$ cat src/rtl/risc_ctrl_fsm_pkg.sv
// Shared opcodes, state/select encodings and opcode classifier for the RISC control sequencer.
// RISC_STACK_OPS_EN: when defined, PUSH/POP/CALL/RET classify as stack ops; otherwise they are illegal.
package risc_pkg;

  localparam logic [5:0] OP_RTYPE = 6'b000000;
  localparam logic [5:0] OP_MOVE  = 6'b000001;
  localparam logic [5:0] OP_LD    = 6'b010000;
  localparam logic [5:0] OP_ST    = 6'b010001;
  localparam logic [5:0] OP_PUSH  = 6'b010010;
  localparam logic [5:0] OP_POP   = 6'b010011;
  localparam logic [5:0] OP_CALL  = 6'b010100;
  localparam logic [5:0] OP_RET   = 6'b010101;
  localparam logic [5:0] OP_BEQ   = 6'b011001;
  localparam logic [5:0] OP_NOP   = 6'b111110;
  localparam logic [5:0] OP_HALT  = 6'b111111;

  typedef enum logic [2:0] {RESET_S, FETCH, DECODE, EXEC, MEM, WB1, WB2, HALT_S} state_e;

  typedef enum logic [1:0] {PC_PLUS4, PC_BRANCH, PC_CALL, PC_MEM} pc_sel_e;
  typedef enum logic [1:0] {WD_RD, WD_RT, WD_SP} rf_wdst_e;
  typedef enum logic [1:0] {WS_ALU, WS_MEM, WS_SPP4, WS_SPM4} rf_wsrc_e;
  typedef enum logic [1:0] {MA_PC, MA_ALU, MA_SP, MA_SPM4} mem_addr_e;

  typedef enum logic [3:0] {
    C_ALU_R, C_ALU_I, C_MOVE, C_LD, C_ST, C_BEQ,
    C_PUSH, C_POP, C_CALL, C_RET, C_NOP, C_HALT, C_ILL
  } op_class_e;

  // I-type ALU ops occupy the 001xxx block.
  function automatic op_class_e op_class(input logic [5:0] op);
    op_class_e c;
    c = C_ILL;
    case (op) inside
      OP_RTYPE:   c = C_ALU_R;
      OP_MOVE:    c = C_MOVE;
      6'b001???:  c = C_ALU_I;
      OP_LD:      c = C_LD;
      OP_ST:      c = C_ST;
      OP_BEQ:     c = C_BEQ;
      OP_NOP:     c = C_NOP;
      OP_HALT:    c = C_HALT;
`ifdef RISC_STACK_OPS_EN
      OP_PUSH:    c = C_PUSH;
      OP_POP:     c = C_POP;
      OP_CALL:    c = C_CALL;
      OP_RET:     c = C_RET;
`endif
      default:    c = C_ILL;
    endcase
    return c;
  endfunction

endpackage

$ cat src/rtl/risc_ctrl_fsm_if.sv
// Shared instruction/data memory handshake between the sequencer (master) and memory (slave).
interface risc_ctrl_fsm_if;
  logic       mem_req;
  logic       mem_we;
  logic [1:0] mem_addr_sel;
  logic       mem_ready;

  modport master (output mem_req, mem_we, mem_addr_sel, input mem_ready);
  modport slave  (input mem_req, mem_we, mem_addr_sel, output mem_ready);
endinterface

$ cat src/rtl/risc_ctrl_fsm_timer.sv
// Memory wait counter: counts stalled request cycles and flags the MEM_TIMEOUT-th one.
module mem_wait_timer #(
  parameter int MEM_TIMEOUT = 255
) (
  input  logic clk,
  input  logic rst,
  input  logic waiting,
  output logic timeout
);
  localparam int W = (MEM_TIMEOUT > 1) ? $clog2(MEM_TIMEOUT) : 1;
  localparam logic [W-1:0] LAST = W'(MEM_TIMEOUT - 1);

  logic [W-1:0] cnt;

  always_ff @(posedge clk or posedge rst) begin
    if (rst)               cnt <= '0;
    else if (!waiting)     cnt <= '0;
    else if (cnt != LAST)  cnt <= cnt + 1'b1;
  end

  // Only a stalled cycle can time out, so a same-cycle mem_ready always wins.
  assign timeout = waiting && (cnt == LAST);
endmodule

$ cat src/rtl/risc_ctrl_fsm.sv
// Multi-cycle control sequencer: fetch/decode/exec/mem/writeback with memory handshake.
// Stack ops (PUSH/POP/CALL/RET) are sequenced only when RISC_STACK_OPS_EN is defined.
module risc_ctrl_fsm
  import risc_pkg::*;
#(
  parameter int MEM_TIMEOUT = 255,
  parameter int CNT_W       = 32
) (
  input  logic             clk,
  input  logic             rst,
  input  logic [5:0]       opcode,
  input  logic [5:0]       funct,
  input  logic             zero_flag,
  risc_ctrl_fsm_if.master  bus,
  output logic             ir_we,
  output logic             pc_we,
  output logic [1:0]       pc_sel,
  output logic             alu_src_imm,
  output logic             alu_op_sel,
  output logic             rf_we,
  output logic [1:0]       rf_wdst,
  output logic [1:0]       rf_wsrc,
  output logic             halted,
  output logic             illegal,
  output logic             bus_err,
  output logic [CNT_W-1:0] retired
);

  state_e    st, nxt;
  logic [5:0] op_q;
  op_class_e cls_d, cls_q;
  logic      req, we, tmo, retire;
  logic [1:0] asel;

  // funct steers the ALU directly when alu_op_sel=0; the sequencer never needs it.
  logic unused_funct;
  assign unused_funct = ^funct;

  assign cls_d = op_class(opcode);
  assign cls_q = op_class(op_q);

  assign bus.mem_req      = req;
  assign bus.mem_we       = we;
  assign bus.mem_addr_sel = asel;

  mem_wait_timer #(.MEM_TIMEOUT(MEM_TIMEOUT)) u_timer (
    .clk     (clk),
    .rst     (rst),
    .waiting (req && !bus.mem_ready),
    .timeout (tmo)
  );

  always_ff @(posedge clk or posedge rst) begin
    if (rst) begin
      st      <= RESET_S;
      op_q    <= '0;
      bus_err <= 1'b0;
      retired <= '0;
    end else begin
      st <= nxt;
      if (st == DECODE) op_q <= opcode;
      if (tmo) bus_err <= 1'b1;
      if (retire) retired <= retired + CNT_W'(1);
    end
  end

  // An instruction retires when control returns to FETCH or first enters HALT_S.
  assign retire = ((nxt == FETCH) && (st inside {EXEC, WB1, WB2})) ||
                  ((nxt == HALT_S) && (st != HALT_S));

  always_comb begin
    nxt         = st;
    req         = 1'b0;
    we          = 1'b0;
    asel        = MA_PC;
    ir_we       = 1'b0;
    pc_we       = 1'b0;
    pc_sel      = PC_PLUS4;
    alu_src_imm = 1'b0;
    alu_op_sel  = 1'b0;
    rf_we       = 1'b0;
    rf_wdst     = WD_RD;
    rf_wsrc     = WS_ALU;
    halted      = 1'b0;
    illegal     = 1'b0;
    case (st)
      RESET_S: nxt = FETCH;
      FETCH: begin
        req = 1'b1;
        if (bus.mem_ready) begin
          ir_we = 1'b1;
          nxt   = DECODE;
        end else if (tmo) begin
          nxt = HALT_S;
        end
      end
      DECODE: begin
        case (cls_d)
          C_HALT: nxt = HALT_S;
          C_NOP:  nxt = WB1;
          C_ILL: begin
            illegal = 1'b1;
            nxt     = WB1;
          end
          default: nxt = EXEC;
        endcase
      end
      EXEC: begin
        alu_op_sel  = cls_q inside {C_ALU_I, C_MOVE, C_LD, C_ST, C_BEQ};
        alu_src_imm = cls_q inside {C_ALU_I, C_LD, C_ST};
        case (cls_q)
          C_BEQ: begin
            pc_we  = 1'b1;
            pc_sel = zero_flag ? PC_BRANCH : PC_PLUS4;
            nxt    = FETCH;
          end
          C_ALU_R, C_ALU_I, C_MOVE: nxt = WB1;
          default: nxt = MEM;
        endcase
      end
      MEM: begin
        req = 1'b1;
        case (cls_q)
          C_ST: begin
            we   = 1'b1;
            asel = MA_ALU;
          end
          C_PUSH, C_CALL: begin
            we   = 1'b1;
            asel = MA_SPM4;
          end
          C_POP, C_RET: asel = MA_SP;
          default:      asel = MA_ALU;
        endcase
        if (bus.mem_ready) nxt = WB1;
        else if (tmo)      nxt = HALT_S;
      end
      WB1: begin
        nxt   = FETCH;
        pc_we = 1'b1;
        case (cls_q)
          C_ALU_R: rf_we = 1'b1;
          C_ALU_I, C_MOVE: begin
            rf_we   = 1'b1;
            rf_wdst = WD_RT;
          end
          C_LD: begin
            rf_we   = 1'b1;
            rf_wdst = WD_RT;
            rf_wsrc = WS_MEM;
          end
          C_PUSH: begin
            rf_we   = 1'b1;
            rf_wdst = WD_SP;
            rf_wsrc = WS_SPM4;
          end
          C_POP: begin
            rf_we   = 1'b1;
            rf_wdst = WD_RT;
            rf_wsrc = WS_MEM;
            pc_we   = 1'b0;
            nxt     = WB2;
          end
          C_CALL: begin
            rf_we   = 1'b1;
            rf_wdst = WD_SP;
            rf_wsrc = WS_SPM4;
            pc_sel  = PC_CALL;
          end
          C_RET: begin
            rf_we   = 1'b1;
            rf_wdst = WD_SP;
            rf_wsrc = WS_SPP4;
            pc_sel  = PC_MEM;
          end
          default: ;
        endcase
      end
      WB2: begin
        rf_we   = 1'b1;
        rf_wdst = WD_SP;
        rf_wsrc = WS_SPP4;
        pc_we   = 1'b1;
        nxt     = FETCH;
      end
      HALT_S:  halted = 1'b1;
      default: nxt = RESET_S;
    endcase
  end

endmodule

$ cat src/flat_wrapper.sv
// flat-port wrapper written by rule: the top's interface ports become plain ports
module risc_ctrl_fsm_flat import risc_pkg::*;
#(
  parameter int MEM_TIMEOUT = 255,
  parameter int CNT_W       = 32
)
  (clk, rst, opcode, funct, zero_flag, ir_we, pc_we, pc_sel, alu_src_imm, alu_op_sel, rf_we, rf_wdst, rf_wsrc, halted, illegal, bus_err, retired, bus_mem_req, bus_mem_we, bus_mem_addr_sel, bus_mem_ready);
  risc_ctrl_fsm_if bus_i ();
  input  logic clk;
  input  logic rst;
  input  logic [5:0] opcode;
  input  logic [5:0] funct;
  input  logic zero_flag;
  output logic ir_we;
  output logic pc_we;
  output logic [1:0] pc_sel;
  output logic alu_src_imm;
  output logic alu_op_sel;
  output logic rf_we;
  output logic [1:0] rf_wdst;
  output logic [1:0] rf_wsrc;
  output logic halted;
  output logic illegal;
  output logic bus_err;
  output logic [CNT_W-1:0] retired;
  output wire logic [$bits(bus_i.mem_req)-1:0] bus_mem_req;
  output wire logic [$bits(bus_i.mem_we)-1:0] bus_mem_we;
  output wire logic [$bits(bus_i.mem_addr_sel)-1:0] bus_mem_addr_sel;
  input wire logic [$bits(bus_i.mem_ready)-1:0] bus_mem_ready;
  assign bus_mem_req = bus_i.mem_req;
  assign bus_mem_we = bus_i.mem_we;
  assign bus_mem_addr_sel = bus_i.mem_addr_sel;
  assign bus_i.mem_ready = bus_mem_ready;
  risc_ctrl_fsm #(.MEM_TIMEOUT(MEM_TIMEOUT), .CNT_W(CNT_W)) u_core (.clk(clk), .rst(rst), .opcode(opcode), .funct(funct), .zero_flag(zero_flag), .bus(bus_i), .ir_we(ir_we), .pc_we(pc_we), .pc_sel(pc_sel), .alu_src_imm(alu_src_imm), .alu_op_sel(alu_op_sel), .rf_we(rf_we), .rf_wdst(rf_wdst), .rf_wsrc(rf_wsrc), .halted(halted), .illegal(illegal), .bus_err(bus_err), .retired(retired));
endmodule
$ cat config.mk
export PLATFORM = sky130hd
export DESIGN_NAME = risc_ctrl_fsm_flat
export DESIGN_NICKNAME = d
export VERILOG_FILES = /design/src/rtl/risc_ctrl_fsm_pkg.sv /design/src/rtl/risc_ctrl_fsm_if.sv /design/src/rtl/risc_ctrl_fsm_timer.sv /design/src/rtl/risc_ctrl_fsm.sv /design/src/flat_wrapper.sv
export SDC_FILE = /design/constraint.sdc
export NUM_CORES = 1
export LEC_CHECK = 0
export BUFFER_PORTS_ARGS = -buffer_cell sky130_fd_sc_hd__buf_4
export CAP_MARGIN = 20
export CORE_ASPECT_RATIO = 0.5
export CORE_MARGIN = 2
export CORE_UTILIZATION = 38
export CTS_CLUSTER_SIZE = 20
export DETAILED_ROUTE_END_ITERATION = 10
export GPL_TIMING_DRIVEN = 0
export MAX_ROUTING_LAYER = met4
export SYNTH_ARGS = -nofsm -noshare
export SYNTH_HDL_FRONTEND = slang
export SYNTH_HIERARCHICAL = 1
export SYNTH_SLANG_ARGS = --single-unit
$ cat constraint.sdc
create_clock -name clk -period 4.3 [get_ports clk]
set_clock_uncertainty 0.2 [all_clocks]
set_input_delay 0.645 -clock clk [delete_from_list [all_inputs] [get_ports clk]]
set_output_delay 0.645 -clock clk [all_outputs]
set_load 0.01 [all_outputs]
Word-level counts from Yosys, hierarchy flattened
Cells that the tools add are included.

storage, ports and cells
  flip-flop bits (word level) = 50
  input bits = 16
  output and inout port bits = 50
  logic and storage cells = 120

cells by class
  $add $sub $neg = 2
  equal/unequal tests = 39
  muxes and demuxes = 50
  reduce and logical (&&, ||, !) cells = 24

operator list
  cell                                                                    count
  4-bit 2-to-1 mux                                                        14
  6-bit by 5-bit equality test with 1-bit output (second input constant)  6
  32-bit by 1-bit adder with 32-bit output (second input constant)        1
  6-bit equality test (second input constant)                             4
  2-bit one-hot mux with 2 select lines                                   6
  4-bit equality test (second input constant)                             5
  3-bit 2-to-1 mux                                                        6
  3-bit one-hot mux with 6 select lines                                   1
  4-bit by 3-bit equality test with 1-bit output (second input constant)  4
  8-bit 2-to-1 mux                                                        2
  3-bit equality test (second input constant)                             5
  1-bit 2-to-1 mux                                                        14
  3-bit by 1-bit equality test with 1-bit output (second input constant)  4
  6-bit by 1-bit equality test with 1-bit output (second input constant)  2
  6-bit zero test                                                         2
  3-bit one-hot mux with 2 select lines                                   2
  2-bit OR reduction                                                      6
  3-bit OR reduction                                                      3
  8-bit by 1-bit adder with 8-bit output (second input constant)          1
  4-bit by 2-bit equality test with 1-bit output (second input constant)  2
  8-bit equality test (second input constant)                             1
  8-bit != test (second input constant)                                   1
  8-bit OR reduction                                                      1
  3-bit by 2-bit equality test with 1-bit output (second input constant)  2
  other kinds (15)                                                        20

Depth between registers and ports, before layout
  depth in word-level cells = 16
  depth in mapped cells = 13

Hierarchy
Netlist, hierarchy kept.

modules (own cells, without submodules)
  module          times used  cells each  area an instance (µm²)  seq. area each (µm²)
  risc_ctrl_fsm   1           261         2,518.7                 1,051.0
  mem_wait_timer  1           52          508.0                   200.2

Least setup slack after synthesis
OpenSTA, ideal clock, no wires.

  path type = register to register
  start point = reg u_core.st[0]
  end point = reg u_core.retired[29]
  setup time = 0.079 ns
  arrival time = 3.405 ns
  slack = 0.616 ns
  cell stages (with the launch flop) = 14
  period minus slack after synthesis = 3.684 ns
  path through = dfrtp_1 -> buf_2 -> nand2b_1 -> a21oi_1 -> nor2b_1 -> dlygate4sd1_1 -> and3_2 -> or4bb_1 -> o221ai_2 -> nand3b_4 -> nand2_4 -> buf_6 -> nor4_2 -> xor2_1

between the ends
  word-level cells in the longest chain between the ends = 11
  elaborated cells on any way between the ends = 23
  classes of those cells = eq/ne: 9; mux: 5; reduce/logical: 9

RTL lines
  element                                                                                       line                                       text
  start: declaration                                                                            risc_ctrl_fsm.sv:29                        state_e st, nxt;
  start signal: assignment                                                                      risc_ctrl_fsm.sv:60                        st <= nxt;
  3-bit by 1-bit equality test with 1-bit output / 3-bit equality test (equally long branches)  risc_ctrl_fsm.sv:86                        case (st)
  2-bit OR reduction (no source line) (*)                                                       -
  1-bit 2-to-1 mux (*)                                                                          risc_ctrl_fsm.sv:86
  net bus_mem_req                                                                               flat_wrapper.sv:26                         output wire logic [$bits(bus_i.mem_req)-1:0] bus_mem_req;
  1-bit logical AND (*)                                                                         risc_ctrl_fsm.sv:49                        .waiting (req && !bus.mem_ready),
  1-bit logical AND (*)                                                                         risc_ctrl_fsm_timer.sv:22                  assign timeout = waiting && (cnt == LAST);
  net u_core.tmo                                                                                risc_ctrl_fsm.sv:32                        logic req, we, tmo, retire;
  3-bit 2-to-1 mux (*)                                                                          risc_ctrl_fsm.sv:93, risc_ctrl_fsm.sv:136
  3-bit 2-to-1 mux (on tied branches)                                                           risc_ctrl_fsm.sv:135, risc_ctrl_fsm.sv:90
  3-bit one-hot mux with 6 select lines (*)                                                     risc_ctrl_fsm.sv:86
  3-bit by 1-bit equality test with 1-bit output / 3-bit equality test (equally long branches)  risc_ctrl_fsm.sv:68, risc_ctrl_fsm.sv:69
  1-bit logical AND (on tied branches)                                                          risc_ctrl_fsm.sv:68, risc_ctrl_fsm.sv:69
  1-bit logical OR (*)                                                                          risc_ctrl_fsm.sv:68                        assign retire = ((nxt == FETCH) && (st inside {EXEC, WB1, WB2})) ||
  end signal: assignment                                                                        risc_ctrl_fsm.sv:63                        if (retire) retired <= retired + CNT_W'(1);
  end: declaration                                                                              risc_ctrl_fsm.sv:26                        output logic [CNT_W-1:0] retired

The timed path passes the listed nets; every way through them passes the cells marked *.
A chain may end at the register's enable or synchronous reset.

Worst setup path after layout
  start point = reg u_core.st[0]
  end point = reg u_core.retired[23]

between the ends
  word-level cells in the longest chain between the ends = 11
  elaborated cells on any way between the ends = 23
  classes of those cells = eq/ne: 9; mux: 5; reduce/logical: 9

RTL lines
  element                                                                                       line
  3-bit by 1-bit equality test with 1-bit output / 3-bit equality test (equally long branches)  risc_ctrl_fsm.sv:86
  2-bit OR reduction (no source line) (*)                                                       -
  1-bit 2-to-1 mux (*)                                                                          risc_ctrl_fsm.sv:86
  1-bit logical AND (*)                                                                         risc_ctrl_fsm.sv:49
  1-bit logical AND (*)                                                                         risc_ctrl_fsm_timer.sv:22
  net u_core.tmo                                                                                risc_ctrl_fsm.sv:32
  3-bit 2-to-1 mux (*)                                                                          risc_ctrl_fsm.sv:93, risc_ctrl_fsm.sv:136
  3-bit 2-to-1 mux (on tied branches)                                                           risc_ctrl_fsm.sv:135, risc_ctrl_fsm.sv:90
  3-bit one-hot mux with 6 select lines (*)                                                     risc_ctrl_fsm.sv:86
  3-bit by 1-bit equality test with 1-bit output / 3-bit equality test (equally long branches)  risc_ctrl_fsm.sv:68, risc_ctrl_fsm.sv:69
  1-bit logical AND (on tied branches)                                                          risc_ctrl_fsm.sv:68, risc_ctrl_fsm.sv:69
  1-bit logical OR (*)                                                                          risc_ctrl_fsm.sv:68

Marks and branches as above.

==> metrics.yaml <==
cts_setup_buffers: 0
clock-sinks: 50
setup_viol: 0
dieArea_mm2: 0.00874
ant_nets: 0
highest_layer: "met4"
arrival_ns: 3.95
synth_compound_area_share_pct: 8.93
cp_common_cell: "buf_2"
drc: 0
cts_hold_buf: 0
critPathBufInv: 3
min_period_over_period_pct: 91.4
rr_worst_depth: 13
drt_iter0_markers: 182
final_area_mm2: 0.00379
yosys-top-cells-count: "dfrtp_1, xor2_1, nand2_1"
final.fill_count: 707
yosysMostFrequentCell: "dfrtp_1"
clk_latency_ns: 0.29
slew_headroom_pct: 40.7
clock-root-buffer: "clkbuf_16"
maxCapViolations: 0
synth-edff-count: 0
path_cells: "buf_2 > nand2b_1 > a21oi_1 > nor2b_1 > clkbuf_2 > and3_2 > or4bb_1 > o221ai_2 > a221o_1 > nor2_2 > buf_2 > nor3_1 > xnor2_1"
async_reset_ff_share_pct: 100
drive_gt1_share_pct: 27.7
num_rows: 22
area_growth_pct: 25.2
gp_congestion: 0.865
cts_max_level: 2
yosysSeqAreaShare_pct: 41.3
cp-start-kind: "flop"
wl_met3_um: 277
hold_violations: 0
dp_slack_ns: 0.203
critPathMaxStageDelay_ns: 0.52
synth_flop_cell: "dfrtp_1"
grt_usage_pct: 18.0
synth_area_mm2: 0.00303
synth_fa_ha_area_share_pct: 1.24
final_net_count: 397
slew_violations: 0
synth_top_area_share_pct: 41.3
path_max_fanout: 10
port_buffers: 57
rsz0062_at_grt: "false"
dr.pass1.iters: 4
crit_required_ns: 4.32
ys_ff_latch: 50
die_height_um: 67.1
max_slew.worst_pin.slew_ns: 0.889
start_util_pct: 40.3
worst_hold_path_type: "in -> async"
syn_inst: 313
p_per_area_mw_per_mm2: 294
yosysWarnings: 6
hpwl_mm: 5.34
core-area_mm2: 0.00751
peakVddDrop_uv: 124
p_total_mw: 1.12
die_x_um: 130
synth-xor-area-share_pct: 9.55
cts_buffers: 5
antenna-diode-count: 0
grt_pass1_wl_mm: 12.0
crit_path_end_kind: "flop"
setup_slack_ns: 0.371
cpMaxStageDelayCell: "or4bb_1"
drt-met1-wl_mm: 3.55
vias: 2588
critical_path_class: "reg -> reg"
detail_route.vias_per_cell: 5.31
cts_tree: "built"
finalSetupTns_ns: 0
cp_num_cells: 13
period_minus_slack_ns: 3.93
wl_met2_mm: 3.44
grt_max_degree: 43
clk_pin_slew_ns: 0.07
yosys.area.top_type: "dfrtp_1"
yosys.area_share.simple_pct: 30.8
grt_pass1_vias: 2518
synth_area_leaders: "dfrtp_1, xor2_1, nand2_1"
grt-ovfl-total: 0
outcome: "completed"
avgSynthCellArea_um2: 9.67
placed_area_mm2: 0.00359
leakage_nw: 1.77
ys_types: 60
crit_family: "simple AND/OR/NAND/NOR gates"
antenna_found_initial: 0
ios: 66
synth_top_family_by_area: "simple AND/OR/NAND/NOR gates"
drt_wl_total_mm: 7.34
fmax_mhz: 255
wl_per_cell_um: 15.1
synth_mux_area_share_pct: 3.22
clock_path_buffers: 2
[per-stage QoR]
stage	hold slack, ns	util [%]	std cells
final	0.116	50.4	487
after detailed placement	0.265	47.8	479
after CTS	0.128	50.5	487
after global routing	0.138	50.4	487
after floorplan	0.261	-	314
after global placement	0.258	47.8	479
[cell usage in the layout (no fill, tap or decap), drive strengths merged, types with 3 or more instances in the layout]
cell	count
clkbuf	7
or3	3
nand2	27
nor3	19
buf	69
nor2b	4
ha	3
nor4b	3
xor2	30
a21oi	9
a31oi	5
nand3	18
inv	13
xnor2	3
mux2	6
o21ai	10
nand2b	6
and3	4
mux2i	3
and4	6
nand4	12
nor2	21
nor4	12
dfrtp	50
or2	5
[area by class of cell]
cell class / count / area (µm²) / area share, %
clock buffers: 6 / 139 / 3.67
repair buffers: 57 / 428 / 11.3
inverters: 14 / 52.6 / 1.39
clock inverters: 2 / 60.1 / 1.59
well taps: 108 / 135 / 3.57
flip-flops and latches: 50 / 1250 / 33.0
plain buffers: 13 / 90.1 / 2.38
multi-input cells: 237 / 1630 / 43.1
[routing by layer]
metal  global-route usage [%]  vias up
met5                        -        -
met4                     5.38        0
met3                     3.45        9
met2                     29.1       59
met1                     23.3     1263
li1                         -     1257
[power breakdown]
group          leakage [nW]  internal (mW)  switching [mW]  total, mW
logic                  1.02         0.0375          0.0388     0.0763
clock network        0.0971          0.350           0.180      0.529
registers             0.653          0.487          0.0231      0.510
[worst register-to-register path, cell delays in order, from the launching register on]
cell      delay (ns)
dfrtp_1         0.41
buf_2           0.20
nand2b_1        0.25
a21oi_1         0.23
nor2b_1         0.26
clkbuf_2        0.26
and3_2          0.27
or4bb_1         0.52
o221ai_2        0.23
a221o_1         0.21
nor2_2          0.13
buf_2           0.25
nor3_1          0.29
xnor2_1         0.15
[cells by family (layout without fill, tap and decap cells)]
logic type,Yosys count,count (layout)
XOR/XNOR,33,33
AO/OA/AOI/OAI,38,38
multiplexers,9,9
adder cells (fa/ha/maj),3,3
buffers and inverters,27,92
other,1,2
AND/OR/NAND/NOR,152,152
flip-flops,50,50
[flip-flops by register name, summed over array words and instances, names as in the netlist]
signal,flops
u_core/u_timer/cnt,8
u_core/op_q,6
u_core/st,3
u_core/retired,32
u_core/bus_err,1
[repair_timing]
action                                  4_1_cts  5_1_grt
endpoints found under the setup margin        0       22
resized for setup                             0        1
hold endpoints to repair                      0        0
[worst paths after layout]
| kind | start | end | slack [ns] |
|---|---|---|---|
| hold / removal | rst | u_core/u_timer/cnt[1] | 0.12 |
| max in group asynchronous | rst | u_core/retired[1] | 2.99 |
| min in group clk | u_core/retired[31] | u_core/retired[31] | 0.27 |
| setup reg to reg | u_core/st[0] | u_core/retired[23] | 0.37 |
| setup / recovery | u_core/st[0] | u_core/retired[23] | 0.37 |
| hold reg to reg | u_core/retired[31] | u_core/retired[31] | 0.27 |
(Power assumes the default switching activity.)
